--- src/rtl/sevenseg_pkg.sv ---
// Shared types and constants for the multiplexed seven-segment display path.
package sevenseg_pkg;

  typedef logic [3:0] bcd_t;

  localparam logic [6:0] SEG_BLANK = 7'b0000000;
  localparam bcd_t       BCD_BLANK = 4'hF;

  typedef enum logic {
    IDLE = 1'b0,
    SCAN = 1'b1
  } scan_state_t;

endpackage

--- src/rtl/sevenseg_scan_ctrl_if.sv ---
// Control/data bundle between a display client and sevenseg_scan_ctrl.
interface sevenseg_scan_ctrl_if #(
  parameter int NUM_DIGITS = 4
);
  logic                    en;
  logic                    load;
  logic [4*NUM_DIGITS-1:0] digits_in;
  logic [6:0]              seg;
  logic [NUM_DIGITS-1:0]   an;
  logic                    frame_start;
  logic                    load_pending;

  modport master (
    output en, load, digits_in,
    input  seg, an, frame_start, load_pending
  );

  modport slave (
    input  en, load, digits_in,
    output seg, an, frame_start, load_pending
  );
endinterface

--- src/rtl/sevenseg_scan_ctrl_sevensegdec.sv ---
// BCD to seven-segment decoder, segments {a,b,c,d,e,f,g} active-high; non-BCD codes blank.
module sevensegdec
  import sevenseg_pkg::*;
(
  input  bcd_t       bcd,
  output logic [6:0] seg
);
  always_comb begin
    unique case (bcd)
      4'h0:    seg = 7'b1111110;
      4'h1:    seg = 7'b0110000;
      4'h2:    seg = 7'b1101101;
      4'h3:    seg = 7'b1111001;
      4'h4:    seg = 7'b0110011;
      4'h5:    seg = 7'b1011011;
      4'h6:    seg = 7'b1011111;
      4'h7:    seg = 7'b1110000;
      4'h8:    seg = 7'b1111111;
      4'h9:    seg = 7'b1111011;
      default: seg = SEG_BLANK;
    endcase
  end
endmodule

--- src/rtl/sevenseg_scan_ctrl.sv ---
// Time-multiplexed scan controller sharing one sevensegdec across NUM_DIGITS digits.
// Optional leading-zero suppression when SEVENSEG_LZ_BLANK_EN is defined.
module sevenseg_scan_ctrl
  import sevenseg_pkg::*;
#(
  parameter int NUM_DIGITS  = 4,
  parameter int SLOT_CYCLES = 1000,
  parameter int DEAD_CYCLES = 16
) (
  input logic clk,
  input logic rst_n,
  sevenseg_scan_ctrl_if.slave bus
);
  localparam int IDX_W = (NUM_DIGITS > 1) ? $clog2(NUM_DIGITS) : 1;
  localparam int CNT_W = $clog2(SLOT_CYCLES);
  localparam logic [IDX_W-1:0] IDX_LAST = IDX_W'(NUM_DIGITS - 1);
  localparam logic [CNT_W-1:0] CNT_LAST = CNT_W'(SLOT_CYCLES - 1);
  localparam logic [CNT_W-1:0] CNT_DEAD = CNT_W'(DEAD_CYCLES);

  scan_state_t state_q, state_nxt;
  logic [CNT_W-1:0] cnt_q, cnt_nxt;
  logic [IDX_W-1:0] idx_q, idx_nxt;
  bcd_t [NUM_DIGITS-1:0] committed_q, committed_nxt, pending_q, pending_nxt;
  logic pending_valid_q, pending_valid_nxt;
  logic frame_start_nxt, on_nxt;
  logic [NUM_DIGITS-1:0] blank_nxt;
  logic [6:0] dec_seg, seg_q;
  logic [NUM_DIGITS-1:0] an_q;
  logic frame_start_q;

  // NOTE: every combinational output gets a default first so no path can infer a latch.
  always_comb begin
    state_nxt       = IDLE;
    cnt_nxt         = '0;
    idx_nxt         = '0;
    frame_start_nxt = 1'b0;
    if (bus.en) begin
      state_nxt = SCAN;
      if (state_q == IDLE) begin
        frame_start_nxt = 1'b1;
      end else begin
        if (cnt_q == CNT_LAST) begin
          idx_nxt = (idx_q == IDX_LAST) ? '0 : idx_q + 1'b1;
        end else begin
          cnt_nxt = cnt_q + 1'b1;
          idx_nxt = idx_q;
        end
        frame_start_nxt = (cnt_nxt == '0) && (idx_nxt == '0);
      end
    end
  end

  // A load coinciding with a commit bypasses the pending register.
  always_comb begin
    committed_nxt     = committed_q;
    pending_nxt       = pending_q;
    pending_valid_nxt = pending_valid_q;
    if (frame_start_nxt) begin
      if (bus.load)             committed_nxt = bus.digits_in;
      else if (pending_valid_q) committed_nxt = pending_q;
      pending_valid_nxt = 1'b0;
    end else if (bus.load) begin
      pending_nxt       = bus.digits_in;
      pending_valid_nxt = 1'b1;
    end
  end

`ifdef SEVENSEG_LZ_BLANK_EN
  logic [NUM_DIGITS-1:0] blank_q;

  // Blank mask is frozen at commit so it tracks the committed frame value.
  always_comb begin
    logic lead;
    lead      = 1'b1;
    blank_nxt = blank_q;
    if (frame_start_nxt) begin
      blank_nxt = '0;
      for (int i = NUM_DIGITS - 1; i > 0; i--) begin
        if (lead && committed_nxt[i] == 4'h0) blank_nxt[i] = 1'b1;
        else                                  lead = 1'b0;
      end
    end
  end

  always_ff @(posedge clk or negedge rst_n) begin
    if (!rst_n) blank_q <= '0;
    else        blank_q <= blank_nxt;
  end
`else
  assign blank_nxt = '0;
`endif

  // Decode the next cycle's digit so seg/an are registered without an extra cycle of lag.
  sevensegdec u_dec (
    .bcd (committed_nxt[idx_nxt]),
    .seg (dec_seg)
  );

  assign on_nxt = (state_nxt == SCAN) && (cnt_nxt >= CNT_DEAD) && !blank_nxt[idx_nxt];

  // NOTE: sequential state uses non-blocking assignments so all registers update together.
  always_ff @(posedge clk or negedge rst_n) begin
    if (!rst_n) begin
      state_q         <= IDLE;
      cnt_q           <= '0;
      idx_q           <= '0;
      committed_q     <= {NUM_DIGITS{BCD_BLANK}};
      pending_q       <= {NUM_DIGITS{BCD_BLANK}};
      pending_valid_q <= 1'b0;
      seg_q           <= SEG_BLANK;
      an_q            <= '0;
      frame_start_q   <= 1'b0;
    end else begin
      state_q         <= state_nxt;
      cnt_q           <= cnt_nxt;
      idx_q           <= idx_nxt;
      committed_q     <= committed_nxt;
      pending_q       <= pending_nxt;
      pending_valid_q <= pending_valid_nxt;
      seg_q           <= on_nxt ? dec_seg : SEG_BLANK;
      an_q            <= on_nxt ? (NUM_DIGITS'(1) << idx_nxt) : '0;
      frame_start_q   <= frame_start_nxt;
    end
  end

  assign bus.seg          = seg_q;
  assign bus.an           = an_q;
  assign bus.frame_start  = frame_start_q;
  assign bus.load_pending = pending_valid_q;

endmodule
--- src/flat_wrapper.sv ---
// flat-port wrapper written by rule: the top's interface ports become plain ports
module sevenseg_scan_ctrl_flat import sevenseg_pkg::*;
#(
  parameter int NUM_DIGITS  = 4,
  parameter int SLOT_CYCLES = 1000,
  parameter int DEAD_CYCLES = 16
)
  (clk, rst_n, bus_en, bus_load, bus_digits_in, bus_seg, bus_an, bus_frame_start, bus_load_pending);
  sevenseg_scan_ctrl_if #(.NUM_DIGITS(NUM_DIGITS)) bus_i ();
  input logic clk;
  input logic rst_n;
  input wire logic [$bits(bus_i.en)-1:0] bus_en;
  input wire logic [$bits(bus_i.load)-1:0] bus_load;
  input wire logic [$bits(bus_i.digits_in)-1:0] bus_digits_in;
  output wire logic [$bits(bus_i.seg)-1:0] bus_seg;
  output wire logic [$bits(bus_i.an)-1:0] bus_an;
  output wire logic [$bits(bus_i.frame_start)-1:0] bus_frame_start;
  output wire logic [$bits(bus_i.load_pending)-1:0] bus_load_pending;
  assign bus_i.en = bus_en;
  assign bus_i.load = bus_load;
  assign bus_i.digits_in = bus_digits_in;
  assign bus_seg = bus_i.seg;
  assign bus_an = bus_i.an;
  assign bus_frame_start = bus_i.frame_start;
  assign bus_load_pending = bus_i.load_pending;
  sevenseg_scan_ctrl #(.NUM_DIGITS(NUM_DIGITS), .SLOT_CYCLES(SLOT_CYCLES), .DEAD_CYCLES(DEAD_CYCLES)) u_core (.clk(clk), .rst_n(rst_n), .bus(bus_i));
endmodule
--- config.mk ---
export PLATFORM = sky130hd
export DESIGN_NAME = sevenseg_scan_ctrl_flat
export DESIGN_NICKNAME = d
export VERILOG_FILES = /design/src/rtl/sevenseg_pkg.sv /design/src/rtl/sevenseg_scan_ctrl_if.sv /design/src/rtl/sevenseg_scan_ctrl_sevensegdec.sv /design/src/rtl/sevenseg_scan_ctrl.sv /design/src/flat_wrapper.sv
export SDC_FILE = /design/constraint.sdc
export NUM_CORES = 1
export LEC_CHECK = 0
export ABC_AREA = 0
export CORE_ASPECT_RATIO = 1.25
export CORE_MARGIN = 10
export CORE_UTILIZATION = 55
export CTS_BUF_LIST = sky130_fd_sc_hd__clkbuf_2 sky130_fd_sc_hd__clkbuf_4 sky130_fd_sc_hd__clkbuf_8
export DETAILED_ROUTE_END_ITERATION = 10
export GPL_TIMING_DRIVEN = 1
export HOLD_SLACK_MARGIN = 0.1
export PLACE_DENSITY = 0.78
export SLEW_MARGIN = 20
export SYNTH_ARGS = -nofsm -noshare
export SYNTH_HDL_FRONTEND = slang
export SYNTH_SLANG_ARGS = --single-unit
--- constraint.sdc ---
create_clock -name clk -period 4.75 [get_ports clk]
set_clock_uncertainty 0.05 [all_clocks]
set_input_delay 0.7125 -clock clk [delete_from_list [all_inputs] [get_ports clk]]
set_output_delay 0.7125 -clock clk [all_outputs]
set_load 0.02 [all_outputs]
==> summary.txt <==
Outcome
  • Status: finished clean

Timing
  • Final period util: 84.7%
  • Slew Limit Fails: 0
  • # setup viols final: 0
  • RSZ-0062 raised after global routing: false
  • Max frequency: 0.249 GHz
  • Worst-margin pin slew: 0.973 ns
  • Worst rel slew slack: 34.9%
  • Worst hold margin: 0.445 ns
  • Fin crit period: 4.02 ns
  • Final hold vios: 0
  • Setup TNS: 0 ns

Detailed routing
  • Detail-routed via count per cell: 6.22
  • Starting DRT DRC Count: 154
  • Post-DRT Antenna Nets: 0
  • Mean routed wirelength per cell: 17.6 um
  • Post-Route WL: 6950 um
  • DRC Markers: 0
  • Router iterations before antenna repair: 4
  • Vias: 2,464

Floorplanning
  • I/O pin count: 33
  • FP Rows: 30
  • Initial Util: 57.1%
  • Core area: 5480 um^2
  • Die Width: 87.5 um
  • Total die area: 9130 um^2
  • Die Y-Extent: 104 um

Placement
  • Number of port buffers: 32
  • Placed cells: 380
  • Post-DP HPWL: 4730 um
  • RePlAce Congestion: 0.906

Pwr
  • Pleak: 1.45 nW
  • P_int: 1.06 mW
  • Power density over the cells: 388 nW/um^2
  • Sw Ratio: 26.2%
  • Power share of the clock group: 37.1%
  • NetSw: 377 uW
  • Comb pwr share: 18.1%
  • Sequential share of power: 44.8%
  • Max VDD drop: 0.000255 V

Critical path
  • Crit-path most repeated cell: ha_1
  • RR Endpoint: u_core.bus.seg[5]$_DFF_PN0_
  • Worst R2R Start: u_core.cnt_q[0]$_DFF_PN0_
  • Worst Path Arrival: 4.23 ns
  • Reg-to-reg slack, setup: 0.73 ns
  • Setup crit end kind: register
  • CP Buf/Inv Count: 1
  • CP delay by family, top: compound AO/OA/AOI/OAI gates
  • CP max stage cell: o31ai_1
  • Crit Path Class: register to register
  • Delay of the slowest critical-path stage: 0.52 ns
  • Crit start category: register
  • Worst-case reg-to-reg path depth: 12
  • Crit path cell chain: ha_1, and3b_1, and4b_1, o31ai_1, a41oi_4, inv_2, a32oi_1, and3_1, o21a_1, ha_1, or3_1, a21oi_1
  • CP Max Fanout: 23
  • CP required: 4.96 ns

Global route
  • First-pass GRT wire length: 12,200 um
  • Antenna violations before repair: 0
  • Vias in the first global route: 2,484
  • Grt ovf: 0
  • Global Route met2 Usage: 25.7%
  • Largest net degree at the start of global routing: 59
  • Met1 Resource Use GR: 20.2%
  • Tot GR Track Use: 16.2%
  • Top Usage Layer GRT: met2
  • Met3 Use GR: 3.13%

Synth
  • Post-synth EDFFs: 0
  • Main synth FF type: dfstp_2
  • Mapped Area: 3130 um^2
  • Ys Warns: 0
  • Syn Nets: 325
  • Number of synthesized register bits: 58
  • Synth cell types: 53
  • Ys async rst share: 100%
  • Post-synthesis sequential area ratio: 47.6%
  • Synth Instances: 298
  • Syn avg cell area: 10.5 um^2

Clock tree
  • CTS Sinks: 58
  • CTS clk-pin slew, worst paths: 0.07 ns
  • Inserted Clock Buffers: 9
  • Clk_lat worst skew: 0.34 ns
  • Clock buffer depth: 2
  • H-tree levels: 3
  • CTS tree: done
  • CTS Root Cell: clkbuf_8
  • Post-CTS Setup Bufs: 0
  • CTS Hold Bufs: 0
  • PostCTS Resize Cnt: 0

Layout
  • Fin nets: 354
  • Finished Core Util: 67.6%
  • Share of post-route cells with drive strength above 1: 24.1%
  • Ant diodes: 0
  • Post-Layout Cell Count: 396
  • Area delta synth->final: 18.4%

Run
  • Number of max-cap violations: 0

Min path
  • Min-delay worst type: input pin to async pin
==> through the flow <==
step	worst slack, ns	instance area [um^2]	power [mW]
floorplan	1.15	3130	0.823
global placement	0.853	3460	0.895
detailed placement	0.804	3460	0.905
CTS	0.747	3700	1.44
global route	0.475	3710	1.51
finish	0.728	3710	1.44
==> flip-flops by register name, indices dropped and copies added (netlist names) <==
name and flops:
u_core.idx_q 2, u_core.bus.seg 7, u_core.bus.load_pending 1, u_core.cnt_q 10
u_core.bus.an 4, u_core.bus.frame_start 1, u_core.committed_q 16, u_core.pending_q 16
u_core.state_q 1
==> power groups by stage <==
| stage | clock, mW | combinational (mW) | sequential, mW |
|---|---|---|---|
| 6_report | 0.534 | 0.261 | 0.644 |
| 5_1_grt | 0.566 | 0.294 | 0.650 |
| 4_1_cts | 0.541 | 0.261 | 0.642 |
| 3_5_place_dp | 0 | 0.256 | 0.650 |
| 3_3_place_gp | 0 | 0.246 | 0.649 |
| 2_1_floorplan | 0 | 0.190 | 0.633 |
==> synth_stat cells, types with 4 or more instances <==
cell | n | area (um^2)
a31oi_1 | 19 | 119
nor2b_1 | 15 | 93.8
inv_1 | 8 | 30.0
nor2_1 | 25 | 93.8
dfrtp_1 | 26 | 651
a21oi_1 | 5 | 25.0
nand3b_1 | 5 | 37.5
dfstp_2 | 32 | 841
ha_1 | 7 | 87.6
buf_2 | 7 | 35.0
a22oi_1 | 15 | 113
clkbuf_1 | 8 | 30.0
or3_1 | 4 | 25.0
xnor2_1 | 8 | 70.1
nand3_1 | 13 | 65.1
and3_1 | 7 | 43.8
nand2_1 | 12 | 45.0
o21ai_0 | 16 | 80.1
mux2_2 | 18 | 203
==> cells in the final DEF (no fill, tap or decap), types with 13 or more instances in the layout <==
master	netlist	layout
clkdlybuf4s50_1	0	31
a31oi_1	19	19
a22oi_1	15	15
nand3_1	13	13
dfrtp_1	26	26
dfstp_2	32	32
o21ai_0	16	16
nor2b_1	15	15
nor2_1	25	25
mux2_2	18	18
==> final cells by class <==
| cell class | instances | area [um^2] |
|---|---|---|
| flip-flops and latches | 58 | 1490 |
| fillers | 440 | 1770 |
| inverters | 9 | 33.8 |
| clock buffers | 12 | 165 |
| multi-input cells | 213 | 1520 |
| repair buffers | 36 | 345 |
| clock inverters | 4 | 71.3 |
| well taps | 64 | 80.1 |
==> layer usage <==
| layer | vias up | share of wire (%) |
|---|---|---|
| met5 | - | 0 |
| met4 | 0 | 2.2 |
| met3 | 16 | 5.0 |
| met2 | 76 | 50 |
| met1 | 1208 | 42 |
| li1 | 1164 | - |
==> logic make-up (layout without fill, tap and decap cells) <==
logic type	Yosys count	count (layout)	share of synthesized area, %
buffers and inverters	27	61	4.00
and+or+nand+nor	96	96	16.5
xor gates and xnor gates	10	10	2.80
DFF	58	58	47.6
muxes	20	20	7.91
adders and majority gates	7	7	2.80
AOI/OAI and AO/OA	80	80	18.3
==> how the worst max path moves through the flow <==
stage | startpoint | slack [ns] | end | cells after the start
2_1_floorplan | u_core.cnt_q[0]$_DFF_PN0_ | 1.15 | u_core.bus.seg[5]$_DFF_PN0_ | 14
3_3_place_gp | u_core.cnt_q[0]$_DFF_PN0_ | 0.85 | u_core.bus.seg[5]$_DFF_PN0_ | 12
3_5_place_dp | u_core.cnt_q[0]$_DFF_PN0_ | 0.80 | u_core.bus.seg[5]$_DFF_PN0_ | 12
4_1_cts | u_core.cnt_q[0]$_DFF_PN0_ | 0.75 | u_core.bus.seg[5]$_DFF_PN0_ | 12
5_1_grt | u_core.cnt_q[0]$_DFF_PN0_ | 0.48 | u_core.bus.seg[5]$_DFF_PN0_ | 12
6_report | u_core.cnt_q[0]$_DFF_PN0_ | 0.73 | u_core.bus.seg[5]$_DFF_PN0_ | 12
Note: power is estimated with default switching activity, not from simulation.
